===== src/rtl/demux_scan_n_v.sv =====
// demux_scan_n_v: registered 1-of-N active-low decoder/demux with three-input chip select and auto-scan.
// Optional build macro DEMUX_SCAN_BLANK_EN inserts one blank cycle ahead of every scan advance.
module demux_scan_n_v #(
   parameter int SEL_W = 4,
   parameter int N_OUT = 10,
   parameter int DWELL = 4
) (
   input  logic             i_clk,
   input  logic             i_rst_n,
   input  logic [SEL_W-1:0] i_sel,
   input  logic             i_cs,
   input  logic             i_n_cs_0,
   input  logic             i_n_cs_1,
   input  logic             i_mode,
   input  logic             i_load,
   output logic [N_OUT-1:0] o_y,
   output logic [SEL_W-1:0] o_idx,
   output logic             o_wrap
);

   localparam int               CNT_W    = (DWELL > 1) ? $clog2(DWELL) : 1;
   localparam logic [CNT_W-1:0] CNT_LAST = CNT_W'(DWELL - 1);
   localparam logic [SEL_W-1:0] IDX_LAST = SEL_W'(N_OUT - 1);

   typedef enum logic [1:0] {ST_OFF, ST_DIRECT, ST_SCAN} state_t;

   state_t           r_state, w_state_nxt;
   logic [SEL_W-1:0] r_idx, w_idx_nxt;
   logic [CNT_W-1:0] r_cnt, w_cnt_nxt, w_cnt_cur;
   logic [N_OUT-1:0] r_y, w_y_nxt;
   logic [SEL_W-1:0] r_oidx, w_oidx_nxt;
   logic             r_wrap, w_wrap_nxt;
   logic             w_en, w_sel_ok, w_at_last, w_adv;
   logic [SEL_W-1:0] w_sel_clip, w_idx_inc;
`ifdef DEMUX_SCAN_BLANK_EN
   logic             r_blank, w_blank_nxt;
`endif

   // Codes with no matching output leave every line high, like the 7442 on invalid BCD.
   function automatic logic [N_OUT-1:0] f_decode(input logic [SEL_W-1:0] idx);
      logic [N_OUT-1:0] y;
      y = '1;
      for (int k = 0; k < N_OUT; k++) begin
         if (idx == SEL_W'(k)) y[k] = 1'b0;
      end
      return y;
   endfunction

   assign w_en       = i_cs & ~i_n_cs_0 & ~i_n_cs_1;
   assign w_sel_ok   = ({1'b0, i_sel} < (SEL_W + 1)'(N_OUT));
   assign w_sel_clip = w_sel_ok ? i_sel : '0;
   assign w_at_last  = (r_idx == IDX_LAST);
   assign w_idx_inc  = w_at_last ? '0 : r_idx + 1'b1;
   // Dwell always restarts when scan is entered straight from direct decode.
   assign w_cnt_cur  = (r_state == ST_DIRECT) ? '0 : r_cnt;

   always_comb begin
      if (!w_en)        w_state_nxt = ST_OFF;
      else if (!i_mode) w_state_nxt = ST_DIRECT;
      else              w_state_nxt = ST_SCAN;
   end

   always_comb begin
      // NOTE: every signal written here gets a default first, so no path can infer a latch.
      w_idx_nxt  = r_idx;
      w_cnt_nxt  = r_cnt;
      w_y_nxt    = '1;
      w_oidx_nxt = r_oidx;
      w_wrap_nxt = 1'b0;
      w_adv      = 1'b0;
`ifdef DEMUX_SCAN_BLANK_EN
      w_blank_nxt = 1'b0;
`endif
      case (w_state_nxt)
         ST_OFF: begin
            w_y_nxt = '1;
         end
         ST_DIRECT: begin
            w_idx_nxt  = w_sel_clip;
            w_cnt_nxt  = '0;
            w_y_nxt    = f_decode(i_sel);
            w_oidx_nxt = i_sel;
         end
         default: begin
            if (i_load) begin
               w_idx_nxt  = w_sel_clip;
               w_cnt_nxt  = '0;
               w_y_nxt    = f_decode(w_sel_clip);
               w_oidx_nxt = w_sel_clip;
`ifdef DEMUX_SCAN_BLANK_EN
            end else if (r_blank) begin
               w_adv = 1'b1;
            end else if (w_cnt_cur == CNT_LAST) begin
               w_blank_nxt = 1'b1;
               w_cnt_nxt   = w_cnt_cur;
               w_oidx_nxt  = r_idx;
`else
            end else if (w_cnt_cur == CNT_LAST) begin
               w_adv = 1'b1;
`endif
            end else begin
               w_cnt_nxt  = w_cnt_cur + 1'b1;
               w_y_nxt    = f_decode(r_idx);
               w_oidx_nxt = r_idx;
            end
         end
      endcase
      if (w_adv) begin
         w_idx_nxt  = w_idx_inc;
         w_cnt_nxt  = '0;
         w_y_nxt    = f_decode(w_idx_inc);
         w_oidx_nxt = w_idx_inc;
         w_wrap_nxt = w_at_last;
      end
   end

   // NOTE: sequential state uses non-blocking assignments so every register samples pre-edge values.
   always_ff @(posedge i_clk or negedge i_rst_n) begin
      if (!i_rst_n) begin
         r_state <= ST_OFF;
         r_idx   <= '0;
         r_cnt   <= '0;
         r_y     <= '1;
         r_oidx  <= '0;
         r_wrap  <= 1'b0;
`ifdef DEMUX_SCAN_BLANK_EN
         r_blank <= 1'b0;
`endif
      end else begin
         r_state <= w_state_nxt;
         r_idx   <= w_idx_nxt;
         r_cnt   <= w_cnt_nxt;
         r_y     <= w_y_nxt;
         r_oidx  <= w_oidx_nxt;
         r_wrap  <= w_wrap_nxt;
`ifdef DEMUX_SCAN_BLANK_EN
         r_blank <= w_blank_nxt;
`endif
      end
   end

   assign o_y    = r_y;
   assign o_idx  = r_oidx;
   assign o_wrap = r_wrap;

endmodule

===== config.mk =====
export PLATFORM = sky130hd
export DESIGN_NAME = demux_scan_n_v
export DESIGN_NICKNAME = d
export VERILOG_FILES = /design/src/rtl/demux_scan_n_v.sv
export SDC_FILE = /design/constraint.sdc
export NUM_CORES = 1
export LEC_CHECK = 0
export BUFFER_PORTS_ARGS = -buffer_cell sky130_fd_sc_hd__buf_2
export CAP_MARGIN = 20
export CORE_ASPECT_RATIO = 1.5
export CORE_MARGIN = 5
export CORE_UTILIZATION = 55
export DETAILED_ROUTE_END_ITERATION = 10
export GPL_TIMING_DRIVEN = 0
export PLACE_DENSITY_LB_ADDON = 0.08
export REMOVE_ABC_BUFFERS = 1
export SYNTH_ARGS = -nofsm -noshare
export SYNTH_HDL_FRONTEND = slang
export SYNTH_SLANG_ARGS = --single-unit

===== constraint.sdc =====
create_clock -name i_clk -period 2.1 [get_ports i_clk]
set_input_delay 0.42 -clock i_clk [delete_from_list [all_inputs] [get_ports i_clk]]
set_output_delay 0.42 -clock i_clk [all_outputs]
set_load 0.005 [all_outputs]

=== Yosys cells after proc, flatten, opt, wreduce, memory -nomap -nowiden ===
Cells that the tools add are included.

* Register bits: 23
* Word-level logic and storage cells: 127
* Output and inout port bits: 15
* Input bits: 11

* Equal/unequal tests: 41
* $lt $le $gt $ge: 1
* Reduce and logical (&&, ||, !) cells: 9
* Muxes and demuxes: 64
* Add/subtract/negate cells: 2
* Bitwise operators: 4

{| class="wikitable"
|+ Operators with widths
! operator !! count
|-
| $eq 4x3->1 const B || 16
|-
| $mux 1 || 44
|-
| $eq 4x2->1 const B || 8
|-
| $eq 4x4->1 const B || 8
|-
| $mux 10 || 3
|-
| $mux 4 || 7
|-
| $pmux 10 s2 || 1
|-
| $eq 4x1->1 const B || 4
|-
| $logic_not 4->1 || 4
|-
| $pmux 4 s2 || 2
|-
| $mux 2 || 6
|-
| $add 4x1->4 const B || 1
|-
| $eq 2x1->1 const B || 2
|-
| $lt 4x4->1 const B || 1
|-
| $ne 4x3->1 const B || 1
|-
| $pmux 2 s2 || 1
|-
| $reduce_and 2->1 || 2
|-
| $reduce_bool 3->1 || 1
|-
| $add 2x1->2 const B || 1
|-
| $and 1x1->1 || 2
|-
| $eq 2x2->1 const B || 1
|-
| $logic_not 2->1 || 1
|-
| $ne 2x2->1 const B || 1
|-
| $not 1->1 || 2
|-
| $reduce_or 2->1 || 1
|}

=== Longest topological paths before layout ===
* Depth after elaboration: 9
* Depth in mapped cells: 10
* Depth with buffers taken out: 7

=== Worst setup path before layout ===
No wires, ideal clock.

* Kind: reg2reg
* From: register r_state[1]
* To: register r_oidx[2], in the netlist o_idx[2]
* Clock period less this slack: 1.956 ns
* Arrival: 1.835 ns
* Setup time: 0.121 ns
* Path buffers: 3
* Stages on the path, launching flop included: 11
* Required time: 1.979 ns
* Path slack: 0.144 ns
* Cell sequence: dfrtp_1 > nand2b_1 > and2_1 > ha_1 > buf_2 > nand2b_1 > or2_1 > clkbuf_1 > buf_2 > o311ai_1 > a22o_1

* Word-level cells in the longest chain between the ends: 8
* Elaborated cells between the ends (all ways): 10
* Those cells by class: 4 x eq/ne; 5 x mux; 1 x reduce/logical

{| class="wikitable"
|+ Ends and longest elaborated chain
! element !! RTL line !! RTL
|-
| start, declared || 27 || <nowiki>state_t r_state, w_state_nxt;</nowiki>
|-
| start signal, assigned || 130 || <nowiki>r_state <= w_state_nxt;</nowiki>
|-
| $eq 2x1->1 (*) || 55 || <nowiki>assign w_cnt_cur = (r_state == ST_DIRECT) ? '0 : r_cnt;</nowiki>
|-
| $mux 2 (*) || 55 ||
|-
| $eq 2x2->1 (*) || 98 || <nowiki>end else if (w_cnt_cur == CNT_LAST) begin</nowiki>
|-
| $mux 1 || 98 ||
|-
| $mux 1 || 85 || <nowiki>if (i_load) begin</nowiki>
|-
| $mux 1 || 74 || <nowiki>case (w_state_nxt)</nowiki>
|-
| $ne 4x3->1 (no line) or $ne 2x2->1 (tied branches) || -- ||
|-
| $reduce_and 2->1 (no line) || -- ||
|-
| end signal, assigned || 134 || <nowiki>r_oidx <= w_oidx_nxt;</nowiki>
|-
| end, declared || 31 || <nowiki>logic [SEL_W-1:0] r_oidx, w_oidx_nxt;</nowiki>
|}

Mark *: on every way between the ends. The rest lies on a longest branch, timed or not.
A chain may end at the register's enable or synchronous reset.

=== Worst setup path in the final report ===
* From: input i_n_cs_1
* To: register r_idx[3]

* Word-level cells in the longest chain between the ends: 8
* Elaborated cells between the ends (all ways): 12
* Those cells by class: 2 x eq/ne; 4 x mux; 2 x bitwise; 4 x reduce/logical

{| class="wikitable"
|+ Ends and longest elaborated chain
! element !! RTL line !! RTL
|-
| start, declared || 13 || <nowiki>input logic i_n_cs_1,</nowiki>
|-
| $not 1->1 (*) || 49 || <nowiki>assign w_en = i_cs & ~i_n_cs_0 & ~i_n_cs_1;</nowiki>
|-
| $and 1x1->1 (*) || 49 ||
|-
| $mux 2 (*) || 58 || <nowiki>if (!w_en) w_state_nxt = ST_OFF;</nowiki>
|-
| $eq 2x1->1 or $logic_not 2->1 (tied branches) || 74 ||
|-
| $reduce_or 2->1 (no line) || -- ||
|-
| $mux 1 || 74 ||
|-
| $ne 2x2->1 (no line) or $reduce_bool 3->1 (tied branches) || -- ||
|-
| $reduce_and 2->1 (no line) || -- ||
|-
| end signal, assigned || 131 || <nowiki>r_idx <= w_idx_nxt;</nowiki>
|-
| end, declared || 28 || <nowiki>logic [SEL_W-1:0] r_idx, w_idx_nxt;</nowiki>
|}

Marked as above.

==> reports/metrics.csv <==
metric;value;unit
Async SR Flop Fraction;1.00;
full die area;3990;µm²
Final GP Congestion;0.938;
GRT Overall Usage;0.217;
unrepaired setup endpoints after global routing;false;
global-route wire length before repair;6530;µm
CTS Sinks;23;
area leader, netlist;dfrtp_1;
worst min path class;input pin to async pin;
YS warnings;0;
HPWL after detailed placement;2750;µm
register area;588;µm²
first-iteration detailed-routing DRC count;128;
final hold vios;0;
CP max-delay cell;nand4bb_1;
Setup-failing EPs final;0;
via count;1503;
Avg WL per Cell;17.3;µm
Worst-Margin Slew;0.692;ns
flop and latch count out of synthesis;23;
port bufs;25;
R2R Path Start;r_state[0]$_DFF_PN0_;
worst path required time;2.26;ns
max-slew violation count;0;
ratio of cells with drive above 1 in the final layout;0.254;
H-tree levels;1;
Synth area leaders;dfrtp_1, dfstp_2, nand2_1;
Initial Util;0.577;
area of the core;2680;µm²
CTS tree;built;
arrival time worst endpoint;2.14;ns
PwrDens;647;nW/µm²
total CTS buffers;3;
Die Wd;53.3;µm
Post-synth EDFFs;0;
antenna violations before repair;0;
Final Skew;0.000550;ns
Max stage delay on crit path;0.55;ns
# DRC;0;
top_reg_cell synth;dfrtp_1;
CP startpoint kind;input pin;
antenna cells;0;
Clk pin slew, worst setup/hold paths;0.08;ns
sequential share of the synthesized area;0.381;
Max-slew headroom;0.538;
mean area per synthesized cell;8.73;µm²
Lkg Pwr;0.637;nW
I/O pin cnt;26;
WL final;3910;µm
synth unique cells;51;
vias in the first global route;1403;
die height;74.9;µm
count leader, synth;dfrtp_1;
DR pass1 iterations;5;
Synth-to-Final Area Change;10.7;%
post-CTS setup buffer count;0;
Post-Synthesis Cells;177;
Critical Path Source;i_n_cs_1;
crit path capture type;flip-flop;
largest net degree at the start of global routing;24;
status;finished clean;
final instance area;1710;µm²
share of the synthesized area in the top cell type;0.211;
Clock Latency Late Sink;0.26;ns
Placed Area;1640;µm²
vias per cell;6.65;
Routed Antenna Nets;0;
clk buf depth;2;
multi-input logic area;887;µm²
fmax;0.504;GHz
Std-Cell Rows;23;
CP Max Fanout;14;
top cells by count, synth;dfrtp_1, nand2_1, clkbuf_1, dfstp_2, nor2_1;
min Tclk post-route;1.98;ns
post-synthesis cell area;1550;µm²
Final nets;202;
Post-Layout Cell Count;226;
maximum vdd drop;549;µV
fin crit share;0.945;
Cell Chain, Critical Path;buf_2 -> nand4bb_1 -> or2_4 -> a221o_1 -> a22o_1;
grt total ovfl;0;
cell count after placement;222;
Max-cap violations;0;
crit path kind;input pin to flip-flop;
fill count;234;
CTS root buffer;clkbuf_8;
## state kept, by name (all words and copies together) (netlist names)
signal	flops
o_wrap	1
r_cnt	2
r_idx	4
r_state	2
o_idx	4
o_y	10
## per-layer routing
layer | global-route usage | wire length [µm] | part of all wire | up-vias
met3 | 0.0297 | 400 | 0.10 | 33
met2 | 0.347 | 1870 | 0.48 | 110
met4 | 0.128 | 208 | 0.053 | 0
li1 | - | - | - | 684
met5 | 0 | 0 | 0 | -
met1 | 0.274 | 1430 | 0.37 | 676
## cells by family after synthesis
family,after synthesis,synth area share
AOI/OAI and AO/OA,51,0.226
xor gates and xnor gates,3,0.0170
adders and majority gates,1,0.00810
buffers and inverters,22,0.0591
DFF,23,0.381
muxes,3,0.0194
and+or+nand+nor,74,0.290
## critical path, delay by kind of cell
kind,cells,cell delay (ns)
AO/OA/AOI/OAI,2,0.50
AND/OR/NAND/NOR,2,1.08
buffers and inverters,1,0.12
## final timing paths
path	slack, ns	depth (start not counted)	to
max in group asynchronous	1.65	1	o_y[3]$_DFF_PN1_
max reg2reg	0.12	7	r_idx[3]$_DFFE_PN0P_
min	0.10	1	r_cnt[1]$_DFFE_PN0P_
min in group i_clk	0.42	2	r_state[0]$_DFF_PN0_
min reg2reg	0.47	2	r_cnt[0]$_DFFE_PN0P_
max	0.12	5	r_idx[3]$_DFFE_PN0P_
## repair_timing
item / 4_1_cts / 5_1_grt
gates cloned: 0 / 0
pin swaps: 0 / 1
setup endpoints to repair: 12 / 3
hold buffers: 0 / 0
resized for setup: 3 / 2
## cell type report
type,instances,area share
multi-input cells,132,0.519
flip-flops and latches,23,0.344
repair buffers,25,0.0732
well taps,37,0.0271
clock buffers,4,0.0263
inverters,5,0.0110
## power breakdown
part | switching [W] | internal [W]
registers | 0.0000792 | 0.000480
clock network | 0.000136 | 0.000135
logic | 0.000157 | 0.000119
## per-stage QoR
| stage | hold WS [ns] | TNS, ns | util | worst slack (ns) | power (W) |
|---|---|---|---|---|---|
| floorplan | 0.124 | 0 | - | 0.155 | 0.000719 |
| global placement | 0.399 | -0.912 | 0.614 | -0.226 | 0.000820 |
| detailed placement | 0.408 | -1.51 | 0.614 | -0.268 | 0.000830 |
| CTS | 0.122 | 0 | 0.633 | 0.0308 | 0.00110 |
| global route | 0.140 | 0 | 0.639 | 0.0110 | 0.00117 |
| finish | 0.103 | 0 | 0.639 | 0.115 | 0.00111 |
## placed cells by master, fill, tap and decap left out, types with 3 or more instances in the layout
cell type   n
o21ai_0     7
clkbuf_8    3
and2_1      3
xnor2_1     3
mux2i_1     3
nand3b_1    3
a31oi_1     4
nor3_1      5
a21oi_1     8
dfrtp_1    13
nor3b_1     3
nand4_1     3
nand3_1     4
nor2_1     10
nand2b_1    6
nor2b_1     7
a221oi_1    5
inv_1       4
buf_2      25
nand2_1    12
o21ai_1     7
dfstp_2    10
(Power assumes the default switching activity.)
